==> config.mk <==
export PLATFORM = sky130hd
export DESIGN_NAME = uart_tx_fifo
export DESIGN_NICKNAME = d
export VERILOG_FILES = /design/src/rtl/uart_tx_fifo.sv
export SDC_FILE = /design/constraint.sdc
export NUM_CORES = 1
export LEC_CHECK = 0
export CAP_MARGIN = 40
export CORE_ASPECT_RATIO = 1.1
export CORE_MARGIN = 1.5
export CORE_UTILIZATION = 59
export CTS_CLUSTER_DIAMETER = 200
export CTS_CLUSTER_SIZE = 16
export DETAILED_ROUTE_END_ITERATION = 8
export HOLD_SLACK_MARGIN = 0.05
export PLACE_DENSITY_LB_ADDON = 0.12
export SLEW_MARGIN = 10
export SYNTH_ARGS = -nofsm -noshare
export SYNTH_HDL_FRONTEND = slang
export SYNTH_SLANG_ARGS = --single-unit
==> constraint.sdc <==
create_clock -name clk -period 3.49 [get_ports clk]
set_input_delay 0.698 -clock clk [delete_from_list [all_inputs] [get_ports clk]]
set_output_delay 0.698 -clock clk [all_outputs]
set_load 0.005 [all_outputs]
==> src/rtl/uart_tx_fifo.sv <==
// Byte queue in front of a UART transmitter; a 3-state drain engine hands one byte at a time to the UART.
// Latency: a byte written into an empty, idle queue shows up as tx_start two cycles after the write cycle.
// Backpressure: writes while full are dropped (sticky overflow); draining waits for tx_busy to rise and fall per byte.
//
// Ports:
//   clk, rst          system clock, synchronous active-high reset
//   wr_en, wr_data    write strobe and byte to queue (one byte per cycle)
//   flush             discard all queued bytes (in-flight byte still completes)
//   tx_busy           busy flag from the downstream transmitter
//   tx_start, tx_data one-cycle start request and the byte it carries (held until next pop)
//   full, empty       count == DEPTH / count == 0
//   count             number of queued bytes
//   overflow          sticky: at least one write was dropped since reset/flush
module uart_tx_fifo #(
   parameter int DEPTH = 16,
   parameter int AW    = 4
) (
   input  logic          clk,
   input  logic          rst,
   input  logic          wr_en,
   input  logic [7:0]    wr_data,
   input  logic          flush,
   input  logic          tx_busy,
   output logic          tx_start,
   output logic [7:0]    tx_data,
   output logic          full,
   output logic          empty,
   output logic [AW:0]   count,
   output logic          overflow
);

   localparam logic [AW:0]   CNT_FULL = (AW+1)'(DEPTH);
   localparam logic [AW:0]   CNT_ONE  = (AW+1)'(1);
   localparam logic [AW-1:0] PTR_ONE  = AW'(1);

   typedef enum logic [1:0] {
      IDLE,
      WAIT_BUSY,
      WAIT_DONE
   } drain_state_t;

   drain_state_t state_q;
   drain_state_t state_d;

   logic [7:0]    mem [DEPTH];
   logic [AW-1:0] wr_ptr;
   logic [AW-1:0] rd_ptr;
   logic          wr_accept;
   logic          wr_drop;
   logic          pop;

   // Status flags come straight from the count register so they always agree with it.
   assign full  = (count == CNT_FULL);
   assign empty = (count == '0);

   // full is the registered value: a write while full is dropped even if a pop frees a slot this cycle.
   assign wr_accept = wr_en && !full && !flush;
   assign wr_drop   = wr_en &&  full && !flush;

   // Drain engine: pop only from IDLE, then wait for the transmitter to acknowledge (busy rises)
   // and finish (busy falls) before the next byte may be popped.
   always_comb begin
      state_d = state_q;
      pop     = 1'b0;
      case (state_q)
         IDLE: begin
            if (!empty && !tx_busy && !flush) begin
               pop     = 1'b1;
               state_d = WAIT_BUSY;
            end
         end
         WAIT_BUSY: begin
            if (tx_busy) begin
               state_d = WAIT_DONE;
            end
         end
         WAIT_DONE: begin
            if (!tx_busy) begin
               state_d = IDLE;
            end
         end
         default: state_d = IDLE;
      endcase
   end

   // Engine state and transmitter outputs; flush never touches these, so a handed-off byte completes.
   always_ff @(posedge clk) begin
      if (rst) begin
         state_q  <= IDLE;
         tx_start <= 1'b0;
         tx_data  <= 8'h00;
      end else begin
         state_q  <= state_d;
         tx_start <= pop;
         if (pop) begin
            tx_data <= mem[rd_ptr];
         end
      end
   end

   // Queue bookkeeping; pop and wr_accept are already suppressed during flush.
   always_ff @(posedge clk) begin
      if (rst || flush) begin
         wr_ptr   <= '0;
         rd_ptr   <= '0;
         count    <= '0;
         overflow <= 1'b0;
      end else begin
         if (wr_accept) begin
            wr_ptr <= wr_ptr + PTR_ONE;
         end
         if (pop) begin
            rd_ptr <= rd_ptr + PTR_ONE;
         end
         if (wr_drop) begin
            overflow <= 1'b1;
         end
         case ({wr_accept, pop})
            2'b10:   count <= count + CNT_ONE;
            2'b01:   count <= count - CNT_ONE;
            default: count <= count;
         endcase
      end
   end

   // Storage is deliberately not reset.
   always_ff @(posedge clk) begin
      if (wr_accept && !rst) begin
         mem[wr_ptr] <= wr_data;
      end
   end

endmodule

==> impl_metrics.yaml, run 1 <==
synth:
  synth.distinct_cells: 35
  synth_area_leader_cell: "edfxtp_1"
  synthCells: 402
  syn_nets: 425
  syn_area_um2: 6160
  synthTopCellsByArea: "edfxtp_1, mux2i_1, dfxtp_1"
  synth_seq_area_share_pct: 70.5
  ys_ff_latch: 153
  synth_top_cell_area_share_pct: 62.4
  yosysWarnings: 0
  syn_area_per_cell_um2: 15.3
setup_path:
  crit_type: "reg2out"
  arrival_ps: 2180
  critical_path.startpoint_type: "flop"
  cp-end-kind: "output pin"
  path_max_fanout: 6
  worstPathRequired_ps: 2790
detailed_routing:
  routed_wirelength_um: 12000
  top_layer_used: "met4"
  drc: 0
  wl_met1_um: 5330
  drtIter0Drc: 279
  vias: 3440
  vias_per_cell: 5.76
  route.antenna.remaining_nets: 0
  wl_met2_um: 5940
  detail_route.wl_per_cell_um: 20.1
  first_pass_iters: 4
  wl_met3_um: 622
floorplan:
  rows: 38
  design.die.area_um2: 11100
  die_h_um: 110
  initial_core_util_pct: 61.4
  die_w_um: 100
  core_area_um2: 10000
  ios: 30
global_routing:
  grt_usage_pct: 23.7
  grt_max_degree: 39
  grt_pass1_wl_um: 18700
  grt_antenna_before_repair: 0
  first_global_vias: 3417
  grt_overflow: 0
pwr:
  leakage_nw: 2.31
  powerDensity_nw_per_um2: 548
  ir_worst_vdd_mv: 0.365
sta:
  min_period_over_period_pct: 82.4
  setup_viol: 0
  worstMarginPinSlew_ps: 743
  maxSlewHeadroom_pct: 50.3
  rsz0062_at_grt: "no"
  drv_slew: 0
  fin_skew_ps: 8.33
  fin_setup_tns_ps: 0
  fin_crit_ps: 2870
  fmax_ghz: 0.348
  hold_viol: 0
placement:
  gp_congestion: 0.849
  port_buffers: 29
  hpwl_um: 8000
  postPlaceCellArea_um2: 6620
clocking:
  cts_resized: 0
  cts_made_buffers: 17
  clk_pin_slew_ps: 60
  cts_tree: "done"
  postCtsSetupRepairBufs: 0
  htreeDepth: 4
  hold_buffers: 0
  cts.path.max_buffers: 2
  root_buffer: "clkbuf_8"
  clock_sinks: 153
  clk_latency_ps: 520
final_layout:
  design_area_um2: 7260
  drive_gt1_share_pct: 10.9
  antenna_cells: 0
  layout.nets: 467
  post-route-util_pct: 72.4
  area_delta_synth_final_pct: 17.9
run:
  drv_cap: 0
hold_path:
  worst_hold_path_type: "reg2reg"
outcome:
  status: "completed"
-- through the flow --
step	worst slack, ps	hold slack (ps)	cells	total power [mW]
floorplan	739	460	402	2.06
global placement	394	454	565	2.12
detailed placement	288	468	565	2.12
CTS	587	482	597	4.00
global route	534	519	597	4.08
finish	616	473	597	3.98
-- layout by cell type (no fill, tap or decap), types with 2 or more instances in the layout --
cell type / netlist / routed
edfxtp_1: 128 / 128
mux2i_1: 69 / 69
nor2_1: 45 / 45
o22ai_1: 32 / 32
clkdlybuf4s50_1: 0 / 29
dfxtp_1: 25 / 24
clkbuf_16: 0 / 21
buf_4: 5 / 13
nor4_1: 9 / 9
a211oi_1: 9 / 9
ha_1: 9 / 9
nand2_1: 7 / 7
a21oi_1: 6 / 6
xor2_1: 5 / 5
xnor2_1: 5 / 5
inv_1: 4 / 4
nand3b_1: 4 / 4
nor2b_1: 3 / 3
or3b_1: 3 / 3
nand3_1: 3 / 3
clkbuf_8: 0 / 3
or3_1: 2 / 2
a21o_1: 2 / 2
o211ai_1: 2 / 2
clkbuf_1: 3 / 2
clkinv_4: 0 / 2
-- state kept, by name, indices dropped and copies added (netlist names) --
register and cells:
state_q 2, tx_start 1, wr_ptr 4, rd_ptr 4, mem 128, tx_data 8, overflow 1, count 5
-- Yosys cell counts --
master	number
nor3b_1	1
o31ai_1	1
dfxtp_1	25
o211ai_2	1
nand3b_1	4
inv_1	4
and3_1	1
nand3_1	3
ha_1	9
a21o_1	2
or4_4	1
or2_2	1
buf_6	3
nand2b_1	1
clkbuf_1	3
mux2i_1	69
nor4_2	1
nor2b_1	3
or3_1	2
o22ai_1	32
o211ai_1	2
edfxtp_1	128
clkbuf_2	3
nor4_1	9
a211oi_1	9
or3b_1	3
nor2_1	45
a21oi_1	6
buf_2	6
xnor2_1	5
fa_1	1
xor2_1	5
nand2_1	7
a21boi_2	1
buf_4	5
-- final timing paths --
kind / start / endpoint / slack [ps] / cells past startpoint
max reg2reg: count[0] / count[4] / 770 / 9
min reg2reg: overflow / overflow / 470 / 2
max: count[0] / full / 620 / 3
min: overflow / overflow / 470 / 2
-- layer usage --
metal  up-vias  track usage, %
met5         -               0
met3         6            5.55
met2        92            39.4
met4         0            8.25
li1       1631               -
met1      1711            31.1
-- area by class of cell --
type	count	area, um^2
fill	668	2770
multi-input combinational	225	1670
inverter	4	15.0
clock inverter	6	67.6
sequential	153	4350
tap	140	175
timing repair buffer	43	408
clock buffer	26	574
-- kinds of logic after synthesis --
group | count (synthesis) | share of synthesized area [%]
compound gates | 54 | 5.83
xor+xnor | 10 | 1.42
fa+ha+maj | 10 | 2.15
buf+inv | 24 | 2.32
flops | 153 | 70.5
mux | 69 | 11.2
simple gates | 82 | 6.56
-- power breakdown --
group / internal [mW] / total [mW] / leakage [nW] / switching [mW]
logic: 0.0361 / 0.0933 / 0.637 / 0.0572
registers: 1.98 / 1.99 / 1.35 / 0.00449
clock network: 1.20 / 1.90 / 0.318 / 0.694
-- critical path: stages (launching register included) --
cell and delay, ps:
dfxtp_1 370, or4_4 610, nor2_1 150, clkdlybuf4s50_1 530
(Power assumes the default switching activity.)
==> run 2, diff against run 1 <==
- clock period: 3.49 -> 2.82 ns (I/O delays scaled with it)
==> impl_metrics.yaml, run 2 (same netlist as run 1, synthesis figures left out) <==
floorplan:
  initial_core_util_pct: 61.4
  ios: 30
  core_area_um2: 10000
  design.die.area_um2: 11100
  die_w_um: 100
  die_h_um: 110
  rows: 38
setup_path:
  path_max_fanout: 6
  worstPathRequired_ps: 2260
  slowest_delay_ps: 600
  cp_cell_sequence: "or4_4 -> nor2_2 -> clkdlybuf4s50_1"
  cp-end-kind: "output pin"
  worstSetupEndpoint: "full"
  crit_start: "count[1]"
  r2r_cells: 8
  critical_path.startpoint_type: "flop"
  crit_slowest_cell: "or4_4"
  r2r_setup_slack_ps: 290
  cp_num_buf_inv: 1
  crit_type: "reg2out"
  r2r-end: "count[4]"
  rr_startpoint: "count[1]"
  crit_family: "simple AND/OR/NAND/NOR gates"
  arrival_ps: 2130
  cp.depth: 3
sta:
  min_period_over_period_pct: 95.4
  fmax_ghz: 0.372
  fin_skew_ps: 8.66
  setup_viol: 0
  holdWs_ps: 475
  hold_viol: 0
  rsz0062_at_grt: "no"
  fin_crit_ps: 2690
  drv_slew: 0
  worstMarginPinSlew_ps: 632
  maxSlewHeadroom_pct: 57.8
detailed_routing:
  drtIter0Drc: 304
  vias_per_cell: 5.76
  route.antenna.remaining_nets: 0
  detail_route.wl_per_cell_um: 19.7
  first_pass_iters: 4
  vias: 3523
  routed_wirelength_um: 12100
  drc: 0
hold_path:
  worst_hold_path_type: "reg2reg"
clocking:
  cts_tree: "done"
  cts.path.max_buffers: 2
  clock_sinks: 153
  htreeDepth: 4
  clk_pin_slew_ps: 60
  clk_latency_ps: 520
  postCtsSetupRepairBufs: 0
  cts_made_buffers: 17
  root_buffer: "clkbuf_8"
final_layout:
  area_delta_synth_final_pct: 19.7
  largest_register_ffs: 128
  top_regs: "mem (128), tx_data (8), count (5)"
  layout_common_cells: "edfxtp_1, mux2i_1, nor2_1"
  layout.nets: 482
  drive_gt1_share_pct: 14.0
  antenna_cells: 0
  final_common_cell: "edfxtp_1"
  fillCellCount: 628
  largest_register: "mem"
global_routing:
  first_global_vias: 3440
  grt_usage_pct: 23.7
  grt_pass1_wl_um: 18700
  grt_antenna_before_repair: 0
  grt_overflow: 0
  grt_max_degree: 30
pwr:
  ir_worst_vdd_mv: 0.484
  leakage_nw: 2.37
  total_power_mw: 4.99
  powerDensity_nw_per_um2: 677
outcome:
  status: "completed"
placement:
  gp_congestion: 0.851
  port_buffers: 29
  hpwl_um: 8010
run:
  drv_cap: 0
==> run 2: changes by cell type in the layout (fill, tap and decap cells not counted), moves of 2 or more <==
cell	delta
clkinvlp_4	+2
clkbuf_8	-2
clkinv_4	-2
clkbuf_16	-5
inv_6	+4
bufinv_16	+4
buf_4	+15
clkinv_1	+2
==> run 2: layout make-up <==
cell class,count,area (um^2),share of cell area (%)
timing repair buffer,58,520,7.06
clock inverter,14,216,2.93
sequential,153,4350,58.9
clock buffer,18,418,5.67
multi-input combinational,225,1680,22.8
inverter,4,15.0,0.204
tap,140,175,2.37
==> run 2: worst min path at each step <==
stage | start | to | cells past startpoint
3_5_place_dp | overflow | overflow | 2
2_1_floorplan | overflow | overflow | 2
4_1_cts | overflow | overflow | 2
5_1_grt | overflow | overflow | 2
6_report | overflow | overflow | 2
3_3_place_gp | overflow | overflow | 2
==> run 2: report_power, final <==
group	switching, mW	internal [mW]
clock	0.876	1.53
sequential	0.00505	2.46
combinational	0.0736	0.0499
==> run 2: repair_timing <==
action / CTS / global route
hold buffers: 0 / 0
gates resized for setup: 0 / 2
endpoints found under the setup margin: 0 / 2
==> run 2: worst register-to-register path, cell delays in order, from the launching register on <==
cell	delay (ps)
dfxtp_1	380
nor4_2	460
a21boi_2	120
ha_1	250
fa_1	410
a21o_1	170
a21oi_1	160
mux2i_1	260
mux2i_1	240
==> run 2: through the flow <==
step                setup WS, ps  util, %  area [um^2]  cells  TNS (ps)
detailed placement          -118     67.1         6730    580      -118
global placement           -47.9     67.1         6730    580     -47.9
CTS                         4.69     73.4         7370    612         0
floorplan                    203        -         6160    402         0
finish                       130     73.5         7380    612         0
global route                66.1     73.5         7380    612         0
==> run 2: per-layer routing <==
layer | up-vias | part of all wire [%] | global-route usage (%)
met1 | 1757 | 44 | 32.4
met3 | 8 | 5.6 | 5.04
met2 | 95 | 49 | 38.2
li1 | 1663 | - | -
met4 | 0 | 1.2 | 8.45
met5 | - | 0 | 0
==> run 3, diff against run 2 <==
- CTS_CLUSTER_DIAMETER: 200 -> 60
==> results of run 3 <==
Final layout, timing and power as in run 2 (identical DEF).
